<file path="config.mk">
export PLATFORM = sky130hd
export DESIGN_NAME = taus_urng_multi
export DESIGN_NICKNAME = d
export VERILOG_FILES = /design/src/rtl/taus_pkg.sv /design/src/rtl/taus_core.sv /design/src/rtl/taus_urng_multi.sv
export SDC_FILE = /design/constraint.sdc
export NUM_CORES = 1
export LEC_CHECK = 0
export CAP_MARGIN = 20
export CORE_MARGIN = 2
export CORE_UTILIZATION = 39
export CTS_BUF_LIST = sky130_fd_sc_hd__clkbuf_4 sky130_fd_sc_hd__clkbuf_8
export DETAILED_ROUTE_END_ITERATION = 8
export SLEW_MARGIN = 0
export SYNTH_ARGS = -nofsm -noshare
export SYNTH_HDL_FRONTEND = slang
export SYNTH_SLANG_ARGS = --single-unit
</file>
<file path="constraint.sdc">
create_clock -name clk -period 6.6 [get_ports clk]
set_clock_uncertainty 0.1 [all_clocks]
set_input_delay 0.99 -clock clk [delete_from_list [all_inputs] [get_ports clk]]
set_output_delay 0.99 -clock clk [all_outputs]
set_load 0.1 [all_outputs]
</file>
<file path="src/rtl/taus_pkg.sv">
// Shared taus88 constants, state type, FSM encoding and step/seed helpers.
package taus_pkg;

    localparam logic [31:0] TAUS_MASK0 = 32'hFFFFFFFE;
    localparam logic [31:0] TAUS_MASK1 = 32'hFFFFFFF8;
    localparam logic [31:0] TAUS_MASK2 = 32'hFFFFFFF0;

    localparam int unsigned TAUS_SH0_A = 13;
    localparam int unsigned TAUS_SH0_B = 19;
    localparam int unsigned TAUS_SH0_C = 12;
    localparam int unsigned TAUS_SH1_A = 2;
    localparam int unsigned TAUS_SH1_B = 25;
    localparam int unsigned TAUS_SH1_C = 4;
    localparam int unsigned TAUS_SH2_A = 3;
    localparam int unsigned TAUS_SH2_B = 11;
    localparam int unsigned TAUS_SH2_C = 17;

    localparam logic [31:0] TAUS_XOR1 = 32'h10850089;
    localparam logic [31:0] TAUS_XOR2 = 32'h89305309;

    localparam logic [31:0] TAUS_MIN0 = 32'd2;
    localparam logic [31:0] TAUS_MIN1 = 32'd8;
    localparam logic [31:0] TAUS_MIN2 = 32'd16;

    typedef struct packed {
        logic [31:0] s0;
        logic [31:0] s1;
        logic [31:0] s2;
    } taus_state_t;

    typedef enum logic [1:0] {
        ST_UNSEEDED,
        ST_WARMUP,
        ST_RUN
    } taus_fsm_t;

    // Each component needs a minimum value or its sequence degenerates.
    function automatic taus_state_t taus_sanitise(input taus_state_t s);
        taus_state_t r;
        r = s;
        if (r.s0 < TAUS_MIN0) r.s0 = r.s0 | TAUS_MIN0;
        if (r.s1 < TAUS_MIN1) r.s1 = r.s1 | TAUS_MIN1;
        if (r.s2 < TAUS_MIN2) r.s2 = r.s2 | TAUS_MIN2;
        return r;
    endfunction

    function automatic taus_state_t taus_expand(input logic [31:0] base);
        taus_state_t r;
        r.s0 = base;
        r.s1 = base ^ TAUS_XOR1;
        r.s2 = base ^ TAUS_XOR2;
        return taus_sanitise(r);
    endfunction

    function automatic taus_state_t taus_step(input taus_state_t s);
        taus_state_t r;
        r.s0 = ((s.s0 & TAUS_MASK0) << TAUS_SH0_C) ^ (((s.s0 << TAUS_SH0_A) ^ s.s0) >> TAUS_SH0_B);
        r.s1 = ((s.s1 & TAUS_MASK1) << TAUS_SH1_C) ^ (((s.s1 << TAUS_SH1_A) ^ s.s1) >> TAUS_SH1_B);
        r.s2 = ((s.s2 & TAUS_MASK2) << TAUS_SH2_C) ^ (((s.s2 << TAUS_SH2_A) ^ s.s2) >> TAUS_SH2_B);
        return r;
    endfunction

    function automatic logic [31:0] taus_sample(input taus_state_t s);
        return s.s0 ^ s.s1 ^ s.s2;
    endfunction

endpackage

</file>
<file path="src/rtl/taus_core.sv">
// One taus88 channel: state register with seed load and single-step advance.
// o_sample is the sample the state would produce on its next step.
module taus_core
    import taus_pkg::*;
#(
    parameter logic [31:0] CH_OFFSET = 32'h0
) (
    input  logic        clk,
    input  logic        reset,
    input  logic        i_load,
    input  logic        i_step,
    input  logic [31:0] i_seed,
    output logic [31:0] o_sample
);

    taus_state_t r_state;
    taus_state_t w_next;

    assign w_next   = taus_step(r_state);
    assign o_sample = taus_sample(w_next);

    always_ff @(posedge clk) begin
        if (reset) begin
            r_state <= taus_expand(CH_OFFSET);
        end else if (i_load) begin
            r_state <= taus_expand(i_seed + CH_OFFSET);
        end else if (i_step) begin
            r_state <= w_next;
        end
    end

endmodule

</file>
<file path="src/rtl/taus_urng_multi.sv">
// Multi-channel taus88 URNG with seeding, warm-up discard and valid/ready output.
// Optional macro TAUS_CNT_EN adds sample_cnt, the count of accepted handshakes.
module taus_urng_multi
    import taus_pkg::*;
#(
    parameter int unsigned NUM_CH    = 2,
    parameter int unsigned WARMUP    = 8,
    parameter logic [31:0] CH_STRIDE = 32'h9E3779B9
) (
    input  logic                  clk,
    input  logic                  reset,
    input  logic [31:0]           seed,
    input  logic                  seed_load,
    input  logic                  out_ready,
    output logic                  out_valid,
    output logic [NUM_CH*32-1:0]  y,
`ifdef TAUS_CNT_EN
    output logic [31:0]           sample_cnt,
`endif
    output logic                  seeded
);

    taus_fsm_t             r_fsm;
    logic [7:0]            r_warm_cnt;
    logic                  r_out_valid;
    logic                  r_seeded;
    logic [NUM_CH*32-1:0]  r_y;
    logic [NUM_CH*32-1:0]  w_samples;
    logic                  w_adv;
    logic                  w_step;

    assign w_adv  = !r_out_valid || out_ready;
    // Seed load overrides stepping inside the cores, so gate it here too.
    assign w_step = !seed_load &&
                    ((r_fsm == ST_WARMUP) || ((r_fsm == ST_RUN) && w_adv));

    for (genvar c = 0; c < NUM_CH; c++) begin : g_ch
        taus_core #(
            .CH_OFFSET (32'(c) * CH_STRIDE)
        ) u_core (
            .clk      (clk),
            .reset    (reset),
            .i_load   (seed_load),
            .i_step   (w_step),
            .i_seed   (seed),
            .o_sample (w_samples[c*32 +: 32])
        );
    end

    always_ff @(posedge clk) begin
        if (reset) begin
            r_fsm       <= ST_UNSEEDED;
            r_warm_cnt  <= '0;
            r_out_valid <= 1'b0;
            r_seeded    <= 1'b0;
            r_y         <= '0;
        end else if (seed_load) begin
            r_fsm       <= (WARMUP > 0) ? ST_WARMUP : ST_RUN;
            r_warm_cnt  <= '0;
            r_out_valid <= 1'b0;
            r_seeded    <= 1'b0;
        end else begin
            case (r_fsm)
                ST_WARMUP: begin
                    if (r_warm_cnt == 8'(WARMUP - 1)) begin
                        r_fsm      <= ST_RUN;
                        r_warm_cnt <= '0;
                        r_seeded   <= 1'b1;
                    end else begin
                        r_warm_cnt <= r_warm_cnt + 8'd1;
                    end
                end
                ST_RUN: begin
                    r_seeded <= 1'b1;
                    if (w_adv) begin
                        r_y         <= w_samples;
                        r_out_valid <= 1'b1;
                    end
                end
                default: begin
                    r_out_valid <= 1'b0;
                end
            endcase
        end
    end

`ifdef TAUS_CNT_EN
    logic [31:0] r_sample_cnt;

    always_ff @(posedge clk) begin
        if (reset || seed_load) begin
            r_sample_cnt <= '0;
        end else if (r_out_valid && out_ready) begin
            r_sample_cnt <= r_sample_cnt + 32'd1;
        end
    end

    assign sample_cnt = r_sample_cnt;
`endif

    assign out_valid = r_out_valid;
    assign y         = r_y;
    assign seeded    = r_seeded;

endmodule

</file>
==> results of run 1 <==
report_power, final:
group          total (mW)  switching [mW]  internal (mW)
logic               0.854           0.507          0.347
clock network        1.52           0.657          0.868
registers            1.76           0.135           1.63
total                4.14            1.30           2.84
per-stage QoR:
stage,total power [mW],instances,setup WS [ns],hold WS [ns]
4_1_cts,4.161,2111,3.098,0.3526
2_1_floorplan,2.360,1612,3.315,0.3434
3_3_place_gp,2.637,2031,2.577,0.3430
6_report,4.139,2111,3.023,0.3504
5_1_grt,4.316,2111,2.879,0.3677
3_5_place_dp,2.638,2031,2.509,0.3461
how the worst max path moves through the flow:
stage | endpoint | startpoint | cells after the start
floorplan | g_ch[1].u_core.r_state[4] | seed[13] | 8
global placement | g_ch[1].u_core.r_state[4] | seed[11] | 8
detailed placement | g_ch[1].u_core.r_state[4] | seed[11] | 8
CTS | g_ch[1].u_core.r_state[4] | seed[11] | 8
global route | g_ch[1].u_core.r_state[65] | seed[11] | 8
finish | g_ch[1].u_core.r_state[4] | seed[11] | 8
area by class of cell:
type,instances,area (sq um)
repair buffers,112,1096
multi-input cells,1217,7528
fillers,3330,18100
inverters,2,7.507
well taps,448,560.5
flip-flops and latches,252,5045
clock buffers,75,913.4
clock inverters,5,27.53
worst register-to-register path: cells and delay by family (launching register included):
family / cells / cell delay, ns
AOI/OAI and AO/OA: 2 / 0.47
DFF: 1 / 0.35
buffers and inverters: 1 / 0.66
and+or+nand+nor: 3 / 1.55
cells by family after synthesis:
| group | Yosys count | share of synthesized area, % |
|---|---|---|
| adder cells (fa/ha/maj) | 2 | 0.1912 |
| AO/OA/AOI/OAI | 403 | 20.22 |
| flip-flops | 252 | 38.55 |
| AND/OR/NAND/NOR | 538 | 18.17 |
| buffers and inverters | 143 | 4.178 |
| XOR/XNOR | 238 | 15.93 |
| multiplexers | 36 | 2.763 |
sequential cells by signal, indices dropped and copies added (netlist names):
register	cells
r_fsm	2
r_warm_cnt	8
g_ch.u_core.r_state	176
out_valid	1
seeded	1
y	64
metal layers:
metal	GRT usage, %	part of all wire, %	wire, microns
met5	0	0	0
met4	10.10	4.3	1855
met3	3.077	5.1	2167
met2	41.08	48	20630
met1	29.80	42	18090
layout by cell type, fill, tap and decap left out, types with 3 or more instances in the layout:
| master | count |
|---|---|
| a211o_1 | 13 |
| a211oi_1 | 80 |
| a21bo_2 | 3 |
| a21oi_1 | 140 |
| a221o_1 | 7 |
| a311oi_1 | 23 |
| a31oi_1 | 10 |
| and2_1 | 5 |
| and3_1 | 5 |
| buf_4 | 11 |
| clkbuf_4 | 19 |
| clkbuf_8 | 56 |
| clkdlybuf4s50_1 | 99 |
| clkinv_2 | 4 |
| dfxtp_1 | 252 |
| mux2i_1 | 35 |
| nand2_1 | 163 |
| nand2b_1 | 13 |
| nand3_1 | 19 |
| nand4_1 | 9 |
| nor2_1 | 233 |
| nor2b_1 | 3 |
| nor3_1 | 31 |
| nor4_1 | 7 |
| o211ai_1 | 22 |
| o21a_1 | 4 |
| o21ai_0 | 71 |
| or2_2 | 13 |
| or3_1 | 10 |
| or4_1 | 5 |
| xnor2_1 | 152 |
| xor2_1 | 86 |
==> summary.txt, run 1 <==
Outcome
  – Outcome: completed

Synthesis
  – Register bit total from synthesis: 252
  – Ys async rst share: 0%
  – Post-synth EDFFs: 0
  – Count leader, synth: dfxtp_1
  – Register area share after synthesis: 38.55%
  – Synth top area share: 38.55%
  – YS warnings: 0
  – Area contributors post-synth: dfxtp_1 39%, xnor2_1 10%, nor2_1 6.7%
  – Syn avg cell area: 8.119 sq um
  – Post-synth top flop: dfxtp_1
  – Cell count after synthesis: 1612
  – Post-synthesis cell type count: 73
  – Syn_nets: 1650
  – Synth area leader: dfxtp_1
  – Mapped cell area: 13090 sq um
  – Synth top cells by count: 252 x dfxtp_1, 234 x nor2_1, 164 x nand2_1, 152 x xnor2_1, 140 x a21oi_1

Worst hold path
  – Worst hold path type: reg2reg
  – Worst hold start: y[7]
  – Hold Crit Depth: 2
  – Hold path endpoint: y[7]

Critical path
  – CP max stage delay: 0.72 ns
  – Critical path buffers and inverters: 1
  – Critical Path End Type: flip-flop
  – Arr. time, crit path: 3.94 ns
  – Critical setup path kind: in2reg
  – CP Cell Sequence: clkdlybuf4s50_1 -> nor3_1 -> nand2b_1 -> a2111oi_0 -> mux2_2 -> nor4_1 -> nand3_1 -> o31ai_1
  – R2r worst-path depth: 6
  – WP data required: 6.96 ns
  – Startpoint Class: primary input
  – Crit Path Max Fanout: 10
  – Reg2Reg Capture Point: g_ch[0].u_core.r_state[10]
  – FF-to-FF setup slack: 3.41 ns
  – RR Startpoint: r_fsm[0]
  – Crit path max-delay cell type: a2111oi_0
  – Cell family with most CP delay: simple AND/OR/NAND/NOR gates

Clock tree
  – Sink Count: 252
  – CTS tree: yes
  – CTS Buf Count: 45
  – Post-CTS Setup Bufs: 0
  – CTS max path bufs: 3
  – Post-CTS sizing: 0
  – Clock transition at the registers of the reported paths: 0.06 ns
  – Skew-Pair Late Insertion Delay: 0.55 ns
  – CTS Hold Bufs: 0
  – Max H-tree Level: 2
  – Root Buffer Master: clkbuf_8

Drt
  – DRT Pass-1 Iters: 5
  – Routed WL: 42740 microns
  – WL per Instance: 20.25 microns
  – DRC viols: 0
  – Vias per inst: 5.512
  – DRT antenna net count: 0
  – Initial DRC Count: 1088
  – DR vias: 11635

Floorplanning
  – Core ar.: 33280 sq um
  – Die height: 187.2 microns
  – Initial Util: 39.32%
  – Die Wd: 187.2 microns
  – Row cnt: 67
  – Die footprint: 35040 sq um
  – Ports: 102

Layout
  – Final Util: 45.61%
  – Nets: 1668
  – # diodes: 0
  – Fin area: 15180 sq um
  – Layout area overhead: 15.98%
  – Share of cells above drive strength 1: 7.817%

Power
  – P per Cell Area: 272.7 nW/um^2
  – Worst VDD drop: 199.2 uV
  – Leak: 5.405 nW

STA
  – Max Clk Rate: 0.2795 GHz
  – Max Slew Vio Count: 0
  – Final Hold Fails: 0
  – Crit share post-route: 54.20%
  – Setup tns final: 0 ns
  – Actual slew at the worst max-slew pin: 1.069 ns
  – Setup-failing EPs final: 0
  – Rel. slew slack: 28.73%
  – RSZ-0062 raised after global routing: false
  – Final min period: 3.577 ns

Global route
  – Initial antenna violation count: 0
  – First-pass GRT wire length: 65290 microns
  – Remaining global-route overflow: 0
  – Gr usage total: 23.78%
  – Largest net degree at the start of global routing: 112
  – Vias in the first global route: 10977

Placement
  – RePlAce Congestion: 0.9120
  – HPWL after DPL: 30280 microns
  – Area after DPL: 14240 sq um
  – Number of port buffers: 101

Flow run
  – Maxcap violations: 0
Power figures use the tool's default switching activity.
==> run 2: changes to the inputs <==
- clock period: 6.6 -> 3.5 ns (I/O delays scaled with it)
==> summary.txt, run 2 (synthesis gave the netlist of run 1 again) <==
Worst hold path
  – Worst hold path type: in2reg (was reg2reg)
  – Worst hold start: reset (was y[7])

Clock tree
  – Root Buffer Master: clkbuf_8 (unchanged)
  – CTS tree: yes (unchanged)
  – Skew-Pair Late Insertion Delay: 0.58 ns (was 0.55 ns)
  – Sink Count: 252 (unchanged)
  – Max H-tree Level: 2 (unchanged)
  – Clock transition at the registers of the reported paths: 0.05 ns (was 0.06 ns)
  – Post-CTS Setup Bufs: 0 (unchanged)
  – Post-CTS sizing: 0 (unchanged)
  – CTS max path bufs: 3 (unchanged)
  – CTS Buf Count: 46 (was 45)
  – CTS Hold Bufs: 0 (unchanged)

Global route
  – Vias in the first global route: 11487 (was 10977)
  – Remaining global-route overflow: 0 (unchanged)
  – Largest net degree at the start of global routing: 143 (was 112)
  – Gr usage total: 24.99% (was 23.78%)
  – Initial antenna violation count: 1 (was 0)
  – First-pass GRT wire length: 68230 microns (was 65290 microns)

Layout
  – Most frequent cells in the layout: 252 x dfxtp_1, 233 x nor2_1, 163 x nand2_1 (unchanged)
  – Largest reg by FF count: g_ch.u_core.r_state (unchanged)
  – Most common library cell in the layout ignoring fill and taps: dfxtp_1 (unchanged)
  – Share of cells above drive strength 1: 10.61% (was 7.817%)
  – Layout area overhead: 20.22% (was 15.98%)
  – # diodes: 0 (unchanged)
  – Max reg flops: 176 (unchanged)
  – Fin area: 15730 sq um (was 15180 sq um)
  – Nets: 1721 (was 1668)

Critical path
  – Critical path buffers and inverters: 3 (was 1)
  – CP max stage delay: 0.60 ns (was 0.72 ns)
  – Arr. time, crit path: 3.31 ns (was 3.94 ns)
  – Critical setup path kind: in2reg (unchanged)
  – R2r worst-path depth: 6 (unchanged)
  – Reg2Reg Capture Point: g_ch[0].u_core.r_state[10] (unchanged)
  – Startpoint Class: primary input (unchanged)
  – Crit path from: seed[7] (was seed[11])
  – CP Cell Sequence: clkdlybuf4s50_1 -> nor2_4 -> a21oi_1 -> a2111oi_0 -> buf_4 -> mux2_2 -> nor4_1 -> buf_4 -> nand3_1 -> o31ai_1 (was clkdlybuf4s50_1 -> nor3_1 -> nand2b_1 -> a2111oi_0 -> mux2_2 -> nor4_1 -> nand3_1 -> o31ai_1)
  – Critical Path End Type: flip-flop (unchanged)
  – Crit Path Max Fanout: 7 (was 10)
  – Cell family with most CP delay: buffers and inverters (was simple AND/OR/NAND/NOR gates)
  – Levels on crit path: 10 (was 8)
  – WP data required: 3.86 ns (was 6.96 ns)
  – RR Startpoint: r_fsm[0] (unchanged)
  – FF-to-FF setup slack: 1.01 ns (was 3.41 ns)
  – Crit path to: g_ch[1].u_core.r_state[4] (unchanged)
  – Crit path max-delay cell type: clkdlybuf4s50_1 (was a2111oi_0)
  – CP dominant cell by count: buf_4

Power
  – Leak: 5.722 nW (was 5.405 nW)
  – Pwr Total: 8.036 mW (was 4.139 mW)
  – P per Cell Area: 510.7 nW/um^2 (was 272.7 nW/um^2)
  – Worst VDD drop: 388.8 uV (was 199.2 uV)

Floorplanning
  – Initial Util: 39.32% (unchanged)
  – Die height: 187.2 microns (unchanged)
  – Core ar.: 33280 sq um (unchanged)
  – Row cnt: 67 (unchanged)
  – Die footprint: 35040 sq um (unchanged)
  – Ports: 102 (unchanged)
  – Die Wd: 187.2 microns (unchanged)

Placement
  – Area after DPL: 14710 sq um (was 14240 sq um)
  – Number of port buffers: 101 (unchanged)
  – RePlAce Congestion: 0.9205 (was 0.9120)
  – HPWL after DPL: 31710 microns (was 30280 microns)

Drt
  – DR vias: 11856 (was 11635)
  – DRT Pass-1 Iters: 5 (unchanged)
  – DRC viols: 0 (unchanged)
  – DRT antenna net count: 0 (unchanged)
  – Initial DRC Count: 1013 (was 1088)
  – WL per Instance: 20.43 microns (was 20.25 microns)
  – Routed WL: 44190 microns (was 42740 microns)
  – Vias per inst: 5.481 (was 5.512)

Flow run
  – Maxcap violations: 0 (unchanged)

STA
  – Final Hold Fails: 0 (unchanged)
  – Actual slew at the worst max-slew pin: 1.012 ns (was 1.069 ns)
  – Max Clk Rate: 0.3387 GHz
  – Max Slew Vio Count: 0 (unchanged)
  – RSZ-0062 raised after global routing: false (unchanged)
  – Setup tns final: 0 ns (unchanged)
  – Final min period: 2.953 ns
  – Setup-failing EPs final: 0 (unchanged)
  – Crit share post-route: 84.36%
  – Rel. slew slack: 32.34% (was 28.73%)
  – Hold Slack: 0.2427 ns (was 0.3504 ns)

Outcome
  – Outcome: completed (unchanged)
## run 2: worst min path at each step
stage | to | cells past startpoint
after CTS | g_ch[1].u_core.r_state[45] | 3
after floorplan | g_ch[1].u_core.r_state[87] | 2
after global routing | g_ch[0].u_core.r_state[72] | 2
after global placement | y[12] | 2
after detailed placement | y[44] | 2
final | g_ch[0].u_core.r_state[72] | 2
## run 2: per-stage QoR
step	std cells	setup WS (ns)	utilization (%)
after floorplan	1612	0.6399	-
after global placement	2082	0.03274	44.19
after detailed placement	2082	0.08306	44.19
after CTS	2162	0.5876	47.19
after global routing	2163	0.3243	47.28
final	2163	0.5472	47.28
## run 2: cell type report
class / count / area, sq um
Clock inverter: 7 / 87.58
Fill cell: 3307 / 17550
Timing Repair Buffer: 164 / 1594
Clock buffer: 73 / 910.9
Sequential cell: 252 / 5045
Multi-Input combinational cell: 1217 / 7528
Tap cell: 448 / 560.5
Inverter: 2 / 7.507
## run 2: worst reg2reg max path, stage by stage, from the launching register on
cell	delay [ns]
dfxtp_1	0.33
nor2b_1	0.68
nor2_1	0.16
nand2_4	0.22
buf_12	0.41
o211ai_1	0.35
a21oi_1	0.18
## run 2: report_power, final
group	total, mW	internal, mW	leakage (nW)	switching (mW)
Clock	3.03	1.79	0.530	1.25
Sequential	3.32	3.06	2.08	0.260
Combinational	1.68	0.705	3.12	0.972
## run 2: layer usage
layer / GRT usage (%) / routed length [microns] / up-vias / share of wire (%)
li1: - / - / 5733 / -
met1: 31.26 / 18610 / 5638 / 42
met2: 42.15 / 21020 / 379 / 48
met3: 3.659 / 2342 / 106 / 5.3
met4: 12.24 / 2214 / 0 / 5.0
met5: 0 / 0 / - / 0
